<file path="src/rtl/jtframe_rom_rq_pkg.sv">
// Shared widths and types for the ROM request slot.
package jtframe_rom_rq_pkg;
  localparam int SDRAM_AW = 22;
  typedef logic [SDRAM_AW-1:0] sdram_addr_t;
  typedef logic [31:0]         line_t;
endpackage

</file>
<file path="src/rtl/jtframe_rom_rq.sv">
// Read-only SDRAM request slot with a two-entry, 32-bit-line cache.
// Entry 0 always holds the newest fill; entry 1 holds the one before it.
module jtframe_rom_rq
  import jtframe_rom_rq_pkg::*;
#(
  parameter int AW     = 8,
  parameter int DW     = 8,
  parameter int REPACK = 0
) (
  input  logic              clk,
  input  logic              rst_n,
  input  logic              clr,
  input  logic [21:0]       offset,
  input  logic [AW-1:0]     addr,
  input  logic              addr_ok,
  output logic [21:0]       sdram_addr,
  input  logic [31:0]       din,
  input  logic              din_ok,
  input  logic              we,
  output logic              req,
  output logic              data_ok,
  output logic [DW-1:0]     dout
);

  logic [AW-1:0] addr_req;
  logic [AW-1:0] cached_addr0, cached_addr1;
  line_t         cached_data0, cached_data1;
  logic          valid0, valid1;
  logic          hit0, hit1, hit;
  line_t         line;
  sdram_addr_t   haddr;
  logic [DW-1:0] dout_c;
  logic          data_ok_c;

  // Line alignment, half-word translation and field select depend on DW
  generate
    if (DW == 8) begin : g_dw8
      assign addr_req = {addr[AW-1:2], 2'b00};
      assign haddr    = SDRAM_AW'(addr_req >> 1);
      assign dout_c   = line[{addr[1:0], 3'b000} +: 8];
    end else if (DW == 16) begin : g_dw16
      assign addr_req = {addr[AW-1:1], 1'b0};
      assign haddr    = SDRAM_AW'(addr_req);
      assign dout_c   = line[{addr[0], 4'b0000} +: 16];
    end else begin : g_dw32
      assign addr_req = addr;
      assign haddr    = SDRAM_AW'({addr_req, 1'b0});
      assign dout_c   = line;
    end
  endgenerate

  assign sdram_addr = offset + haddr;

  assign hit0      = valid0 && (cached_addr0 == addr_req);
  assign hit1      = valid1 && (cached_addr1 == addr_req);
  assign hit       = hit0 | hit1;
  assign line      = hit0 ? cached_data0 : cached_data1;
  assign req       = addr_ok && !hit && !we;
  assign data_ok_c = addr_ok && hit;

  // A fill concurrent with clr still lands in entry 0; the shifted entry dies
  always_ff @(posedge clk or negedge rst_n) begin
    if (!rst_n) begin
      cached_addr0 <= '0;
      cached_addr1 <= '0;
      cached_data0 <= '0;
      cached_data1 <= '0;
      valid0       <= 1'b0;
      valid1       <= 1'b0;
    end else if (we && din_ok) begin
      cached_addr1 <= cached_addr0;
      cached_data1 <= cached_data0;
      valid1       <= valid0 && !clr;
      cached_addr0 <= addr_req;
      cached_data0 <= din;
      valid0       <= 1'b1;
    end else if (clr) begin
      valid0 <= 1'b0;
      valid1 <= 1'b0;
    end
  end

  generate
    if (REPACK != 0) begin : g_repack
      logic [DW-1:0] dout_r;
      logic          data_ok_r;

      always_ff @(posedge clk or negedge rst_n) begin
        if (!rst_n) begin
          dout_r    <= '0;
          data_ok_r <= 1'b0;
        end else begin
          dout_r    <= dout_c;
          data_ok_r <= data_ok_c;
        end
      end

      assign dout    = dout_r;
      assign data_ok = data_ok_r;
    end else begin : g_direct
      assign dout    = dout_c;
      assign data_ok = data_ok_c;
    end
  endgenerate

endmodule

</file>
<file path="config.mk">
export PLATFORM = sky130hd
export DESIGN_NAME = jtframe_rom_rq
export DESIGN_NICKNAME = d
export VERILOG_FILES = /design/src/rtl/jtframe_rom_rq_pkg.sv /design/src/rtl/jtframe_rom_rq.sv
export SDC_FILE = /design/constraint.sdc
export NUM_CORES = 1
export LEC_CHECK = 0
export CORE_MARGIN = 8
export CORE_UTILIZATION = 40
export CTS_CLUSTER_SIZE = 24
export DETAILED_ROUTE_END_ITERATION = 10
export GPL_ROUTABILITY_DRIVEN = 0
export PLACE_DENSITY_LB_ADDON = 0.25
export SLEW_MARGIN = 10
export SYNTH_ARGS = -nofsm -noshare
export SYNTH_HDL_FRONTEND = slang
export SYNTH_SLANG_ARGS = --single-unit
export TNS_END_PERCENT = 1
</file>
<file path="constraint.sdc">
create_clock -name clk -period 3.3 [get_ports clk]
set_input_delay 0.66 -clock clk [delete_from_list [all_inputs] [get_ports clk]]
set_output_delay 0.66 -clock clk [all_outputs]
set_load 0.005 [all_outputs]
</file>
Yosys cells after proc, flatten, opt, wreduce, memory -nomap -nowiden
Cells that the tools add are included.
Cells by class
  bitwise gates (word level): 1
  reduce and logical (&&, ||, !) cells: 11
  shifts and indexed selects: 1
  multiplexer cells: 4
  add/subtract/negate cells: 1
  equal/unequal tests: 2
Operators with widths (number)
  $mux W32: 1
  $shiftx A32 B6 Y8: 1
  $add A22 B7 Y22: 1
  $eq A6 B6 Y1: 2
  $logic_and A1 B1 Y1: 7
  $logic_not A1 Y1: 3
  $mux W1: 3
  $reduce_bool A2 Y1: 1
  $or A1 B1 Y1: 1
Storage, ports and cells
  output and inout port bits: 32
  word-level logic and storage cells: 26
  register bits: 78
  input port bits: 68

Logic depth before layout (Yosys ltp)
Gate-level depths: netlist of run 1.
  depth after elaboration: 6
  gate-level depth with buffers: 6
  gate-level depth less buffers: 6

Worst setup path before layout of run 1
Ideal clock, no wire load.
  kind: input port to output port
  start point: in offset[1]
  end point: out sdram_addr[17]
  path buffers: 0
  arrival: 2.408 ns
  setup slack: 0.232 ns
  cell stages on the path: 6
  cells stage by stage: ha_1 fa_1 a211o_1 a211oi_1 nand4b_1 xnor2_1
Between the ends
  cells in the longest elaborated chain, start to end: 1
Ends and longest elaborated chain
  from (decl): line jtframe_rom_rq.sv:13  | input logic [21:0] offset,
  $add A22 B7 Y22: line jtframe_rom_rq.sv:52  | assign sdram_addr = offset + haddr;
  to (decl): line jtframe_rom_rq.sv:16  | output logic [21:0] sdram_addr,
No other way between the ends.

Final worst setup path of run 1
  start point: in addr[2]
  end point: out sdram_addr[19]
Between the ends
  cells in the longest elaborated chain, start to end: 1
Ends and longest elaborated chain
  from (decl): line jtframe_rom_rq.sv:14  | input logic [AW-1:0] addr,
  $add A22 B7 Y22: line jtframe_rom_rq.sv:52
No other way between the ends.

==> out/metrics.yaml, run 1 <==
sta:
  period_needed_ps: 3320
  maxSlewHeadroom_pct: 34.8
  rsz0062_at_grt: "yes"
  finClkSkew_ps: 9.71
  worst_pin_slew_ps: 977
  fin_crit_sh_pct: 101
  hold_violations: 0
  fin_hold_ws_ps: 445
  fmax_ghz: 0.301
  setup_slack_ps: -17.5
  finalSetupTns_ps: -17.5
  drv_slew: 0
  setup_viol: 1
cells_and_area:
  mostFrequentLayoutCell: "mux2_2"
  final_layout_size_suffix_gt1_share_pct: 43.1
  finish.utilization_pct: 56.8
  final_cell_mix: "mux2_2 (106), dfrtp_1 (78), clkdlybuf4s50_1 (63)"
  area_growth_pct: 39.4
  nFillCells: 858
  multi_input_area_um2: 2150
  register_area_um2: 1950
  finalNonFillerCells: 582
  nets: 515
global_route:
  grt_pass1_wl_mm: 16.2
  antenna_found_initial: 2
  overflow: 0
  grt_pass1_vias: 3186
  grtUsageTotal_pct: 14.1
  grt_max_degree: 79
floorplanning:
  dieArea_um2: 13900
  die_h_um: 118
  initial_utilization_pct: 40.7
  core_um2: 10200
  fp-row-count: 37
  pin_count: 100
  die-width_um: 118
power:
  vdd_drop_max_uv: 231
  leakage_nw: 2.46
  power-per-cell-area_nw_per_um2: 479
setup_path:
  cp_top_family: "buffers and inverters"
  critPathKind: "primary input to output pin"
  startpoint_type: "primary input"
  max_stage_delay_ps: 340
  crit_chain: "dlygate4sd2_1 > ha_2 > fa_2 > a211o_1 > a211oi_2 > buf_4 > buf_4 > buf_4 > nor3b_1 > xor2_1 > buf_2"
  critPathSlowestCell: "fa_2"
  crit_top_cell: "buf_4"
  cp_num_buf_inv: 5
  critPathMaxFanout: 4
  critPathCaptureType: "output pin"
  cp.arrival_ps: 2660
  cp.required_ps: 2640
place:
  place_ws_ps: -577
  hpwl_mm: 6.88
  portBuffers: 97
  place_inst: 553
run:
  max_cap_viol_count: 0
clocking:
  postCtsHoldBufs: 0
  cts_buffers: 9
  clockBufferDepth: 2
  cts_tree: "built"
  htreeDepth: 3
  clk_latency_ps: 350
  clock_sinks: 78
  clkTransAtPathRegs_ps: 90
  root_buffer: "clkbuf_8"
drt:
  drtAntennaViolNets: 0
  wl_mm: 9.59
  drc_errors: 0
  viasPerCell: 4.98
  firstDrtPassIters: 6
  num_vias: 2899
  drtIter0Drc: 83
  wl_per_cell_um: 16.5
logic_synthesis:
  syn_nets: 378
  yosysWarnings: 0
  syn_inst: 303
  synth-seq-area-share_pct: 47.1
  ys_ff_latch: 78
  avgSynthCellArea_um2: 13.7
  ys_types: 35
  netlist_area_um2: 4150
min_path:
  hold_path_class: "primary input to async pin"
outcome:
  violations: "setup timing"
  status: "finished with violations"
flip-flops by register name (all words and copies together), names as in the netlist:
register      flops
cached_data0     32
cached_data1     32
cached_addr0      6
cached_addr1      6
valid0            1
valid1            1
metrics by stage:
stage / power [mW] / instance area (um^2)
after floorplan: 1.64 / 4150
after global placement: 1.97 / 5510
after detailed placement: 2.00 / 5510
after CTS: 2.81 / 5770
after global routing: 2.93 / 5780
final: 2.77 / 5780
cells in the mapped netlist (all sizes together):
| library cell | number | area (um^2) |
|---|---|---|
| a211o | 1 | 8.76 |
| o21a | 3 | 22.5 |
| o311ai | 1 | 8.76 |
| inv | 4 | 15.0 |
| and3 | 1 | 6.26 |
| a21o | 2 | 15.0 |
| nand2 | 6 | 22.5 |
| xor2 | 12 | 105 |
| nor2 | 3 | 11.3 |
| nor4 | 2 | 27.5 |
| nand2b | 1 | 6.26 |
| nand3b | 1 | 7.51 |
| clkbuf | 4 | 15.0 |
| nand3 | 4 | 20.0 |
| nand4 | 8 | 50.1 |
| buf | 10 | 43.8 |
| mux2 | 108 | 1220 |
| a21oi | 5 | 25.0 |
| xnor2 | 18 | 158 |
| nor3b | 1 | 7.51 |
| a211oi | 3 | 22.5 |
| nand4b | 1 | 8.76 |
| fa | 1 | 20.0 |
| and2 | 1 | 6.26 |
| nor3 | 3 | 15.0 |
| ha | 6 | 75.1 |
| nor4b | 2 | 17.5 |
| and4 | 1 | 8.76 |
| dfrtp | 78 | 1950 |
| o21ai | 4 | 20.0 |
| mux4 | 8 | 210 |
kinds of logic after synthesis:
| family | after synthesis | synth area share [%] |
|---|---|---|
| AOI/OAI and AO/OA | 19 | 2.96 |
| xor gates and xnor gates | 30 | 6.33 |
| adders and majority gates | 7 | 2.29 |
| buffers and inverters | 18 | 1.78 |
| DFF | 78 | 47.1 |
| muxes | 116 | 34.4 |
| and+or+nand+nor | 35 | 5.19 |
layout make-up:
cell class,instances,area share [%]
clock inverters,6,1.58
inverters,4,0.260
diodes,1,0.0433
multi-input cells,207,37.2
repair buffers,140,21.8
well taps,136,2.94
clock buffers,10,2.38
flip-flops and latches,78,33.8
final timing paths:
check,startpoint,endpoint,slack (ps),cells after the start
worst max-delay path,addr[2],sdram_addr[19],-20,11
worst min-delay path,rst_n,cached_data0[31],440,1
worst max register to register,cached_addr0[2],cached_addr1[2],2490,1
worst min register to register,cached_data1[10],cached_data1[10],510,1
max in group asynchronous,rst_n,cached_addr1[4],2200,1
min in group clk,cached_data1[10],cached_data1[10],510,1
timing repair:
item,CTS,global route
buffers inserted,10,2
resized for setup,71,9
endpoints found under the setup margin,28,17
gates cloned,0,0
pin swaps,3,3
power by group:
part           internal, mW  total [mW]  leakage, nW  switching [mW]
clock network         0.452       0.812        0.117           0.360
registers              1.14        1.25        0.921           0.107
logic                 0.465       0.713         1.42           0.248
total                  2.06        2.77         2.46           0.716
metal layers:
layer | part of all wire (%) | vias to the layer above | global-route usage (%) | wire [um]
met3 | 6.1 | 8 | 5.23 | 581
met4 | 0.85 | 2 | 3.76 | 82
met5 | 0.11 | - | 0 | 11
met1 | 43 | 1429 | 16.8 | 4140
li1 | - | 1387 | - | -
met2 | 50 | 73 | 23.6 | 4770
Power figures use the tool's default switching activity.
==> inputs of run 2 (changes only) <==
- GPL_ROUTABILITY_DRIVEN: 0 -> default
==> results of run 2 <==
Final layout, timing and power as in run 1 (identical DEF).
==> inputs of run 3 (changes only) <==
- CELL_PAD_IN_SITES_DETAIL_PLACEMENT: default -> 0
- CELL_PAD_IN_SITES_GLOBAL_PLACEMENT: default -> 2
- CORE_ASPECT_RATIO: default -> 0.7
- CORE_UTILIZATION: 40 -> 33
==> run 3 against run 2 <==
The flow now finishes without violations; design area rose by 2.4%; global-route usage fell by 1.4 points; die area rose by 19%; critical path depth fell by 2; clock skew fell by 7.4 ps; sequential share of layout area fell by 0.80 points; largest cell class unchanged.
==> out/metrics.yaml, run 3 (synthesis results as in run 1) <==
sta:
  setup_viol: 0  # was 1
  fin_hold_ws_ps: 483  # was 445 ps
  worst_pin_slew_ps: 996  # was 977 ps
  finClkSkew_ps: 2.26  # was 9.71 ps
  fin_crit_sh_pct: 98.4  # was 101%
  hold_violations: 0  # unchanged
  drv_slew: 0  # unchanged
  period_needed_ps: 3250  # was 3320 ps
  fmax_ghz: 0.308  # was 0.301 GHz
  setup_slack_ps: 52.8  # was -17.5 ps
  rsz0062_at_grt: "yes"  # unchanged
  maxSlewHeadroom_pct: 33.6  # was 34.8%
cells_and_area:
  diodes: 0  # was 1
  nFillCells: 1126  # was 858
  reg.largest.list: "cached_data0 x32, cached_data1 x32"  # unchanged
  final_area_um2: 5920  # was 5780 um^2
  mostFrequentLayoutCell: "mux2_2"  # unchanged
  final_layout_size_suffix_gt1_share_pct: 46.1  # was 43.1%
  nets: 519  # was 515
  finalNonFillerCells: 611  # was 582
  area_growth_pct: 42.8  # was 39.4%
  final_cell_mix: "mux2_2 (106), dfrtp_1 (78), clkdlybuf4s50_1 (60)"  # was mux2_2 (106), dfrtp_1 (78), clkdlybuf4s50_1 (63)
setup_path:
  crit_chain: "clkdlybuf4s50_1 > ha_1 > buf_4 > nor2_1 > o311ai_2 > buf_4 > nand4_1 > xnor2_1 > dlygate4sd2_1"  # was dlygate4sd2_1 > ha_2 > fa_2 > a211o_1 > a211oi_2 > buf_4 > buf_4 > buf_4 > nor3b_1 > xor2_1 > buf_2
  crit_top_cell: "buf_4"  # unchanged
  cp-startpoint: "offset[3]"  # was addr[2]
  cp.required_ps: 2640  # about the same
  cp_num_buf_inv: 4  # was 5
  reg2reg_from: "cached_addr0[7]"  # was cached_addr0[2]
  cp.arrival_ps: 2590  # was 2660 ps
  startpoint_type: "primary input"  # unchanged
  cp_top_family: "buffers and inverters"  # unchanged
  critPathKind: "primary input to output pin"  # unchanged
  critPathCaptureType: "output pin"  # unchanged
  critPathMaxFanout: 7  # was 4
  max_stage_delay_ps: 410  # was 340 ps
  critPathSlowestCell: "clkdlybuf4s50_1"  # was fa_2
min_path:
  hold_path_class: "primary input to async pin"  # unchanged
power:
  total_power_mw: 2.92  # was 2.77 mW
  leakage_nw: 2.53  # was 2.46 nW
  internal_power_mw: 2.18  # was 2.06 mW
  vdd_drop_max_uv: 261  # was 231 uV
  seq_power_share_pct: 42.9  # was 45.0%
  pwr-share-clk_pct: 32.1  # was 29.3%
  combPwrFrac_pct: 25.0  # was 25.7%
  switching_share_pct: 25.2  # was 25.8%
  power-per-cell-area_nw_per_um2: 492  # was 479 nW/um^2
  switchingPower_uw: 736  # was 716 uW
floorplanning:
  die_h_um: 110  # was 118 um
  pin_count: 100  # unchanged
  core_um2: 12300  # was 10200 um^2
  die-width_um: 150  # was 118 um
  initial_utilization_pct: 33.6  # was 40.7%
  dieArea_um2: 16500  # was 13900 um^2
  fp-row-count: 34  # was 37
drt:
  wl_mm: 10.1  # was 9.59 mm
  num_vias: 2895  # was 2899
  viasPerCell: 4.74  # was 4.98
  drc_errors: 0  # unchanged
  wl_per_cell_um: 16.6  # was 16.5 um
  drtIter0Drc: 133  # was 83
  firstDrtPassIters: 4  # was 6
  drtAntennaViolNets: 0  # unchanged
place:
  portBuffers: 97  # unchanged
  place_ws_ps: -680  # was -577 ps
  postPlaceCellArea_um2: 5550  # was 5510 um^2
  hpwl_mm: 7.19  # was 6.88 mm
  place_inst: 582  # was 553
  routabilityCongestion: 0.755  # was 0.813
outcome:
  status: "finished clean"  # was finished with violations
clocking:
  cts_tree: "built"  # unchanged
  cts_buffers: 9  # unchanged
  root_buffer: "clkbuf_16"  # was clkbuf_8
  clockBufferDepth: 2  # unchanged
  postCtsHoldBufs: 0  # unchanged
  clk_latency_ps: 330  # was 350 ps
  clkTransAtPathRegs_ps: 50  # was 90 ps
  clock_sinks: 78  # unchanged
  htreeDepth: 3  # unchanged
run:
  max_cap_viol_count: 0  # unchanged
global_route:
  grtUsageTotal_pct: 12.8  # was 14.1%
  grt_pass1_wl_mm: 16.5  # was 16.2 mm
  overflow: 0  # unchanged
  grt_pass1_vias: 3136  # was 3186
  grt_max_degree: 79  # unchanged
  antenna_found_initial: 0  # was 2
==> run 3: through the flow <==
step	utilization, %	setup TNS, ps
CTS	48.0	-1100
detailed placement	45.0	-11820
finish	48.0	0
global placement	45.0	-10690
global route	48.0	-163
floorplan	-	0
==> run 3: routing by layer <==
layer	GRT usage (%)	vias to the layer above	share of wire, %
met4	3.48	0	1.2
met3	4.28	10	5.1
met5	0	-	0
met1	16.2	1421	46
met2	20.7	61	47
li1	-	1403	-
==> run 3: worst paths after layout <==
path,endpoint,slack (ps),depth (start not counted)
max reg2reg,cached_addr0[7],2490,1
min in group clk,cached_data1[12],500,1
max,sdram_addr[20],50,9
min,cached_data0[29],480,1
max in group asynchronous,cached_addr0[7],2160,1
min reg2reg,cached_data1[12],500,1
==> run 3: timing repair <==
item / 4_1_cts / 5_1_grt
setup endpoints to repair: 28 / 24
pin swaps: 10 / 9
endpoints found under the hold margin: 0 / 0
resized for setup: 83 / 23
buffers inserted: 11 / 2
==> run 3: power by group through the flow <==
stage               Combinational, mW  Clock [mW]  Sequential [mW]
global route                    0.798        1.01             1.28
finish                          0.729       0.937             1.25
detailed placement              0.745           0             1.26
global placement                0.733           0             1.25
CTS                             0.742       0.967             1.25
floorplan                       0.416           0             1.23
==> run 3: area by class of cell <==
cell class	count	area (um^2)	share of cell area [%]
clock buffer	13	270	4.56
clock inverter	3	17.5	0.296
inverter	4	15.0	0.254
multi-input combinational	207	2200	37.2
sequential	78	1950	33.0
tap	162	203	3.42
timing repair buffer	144	1260	21.3
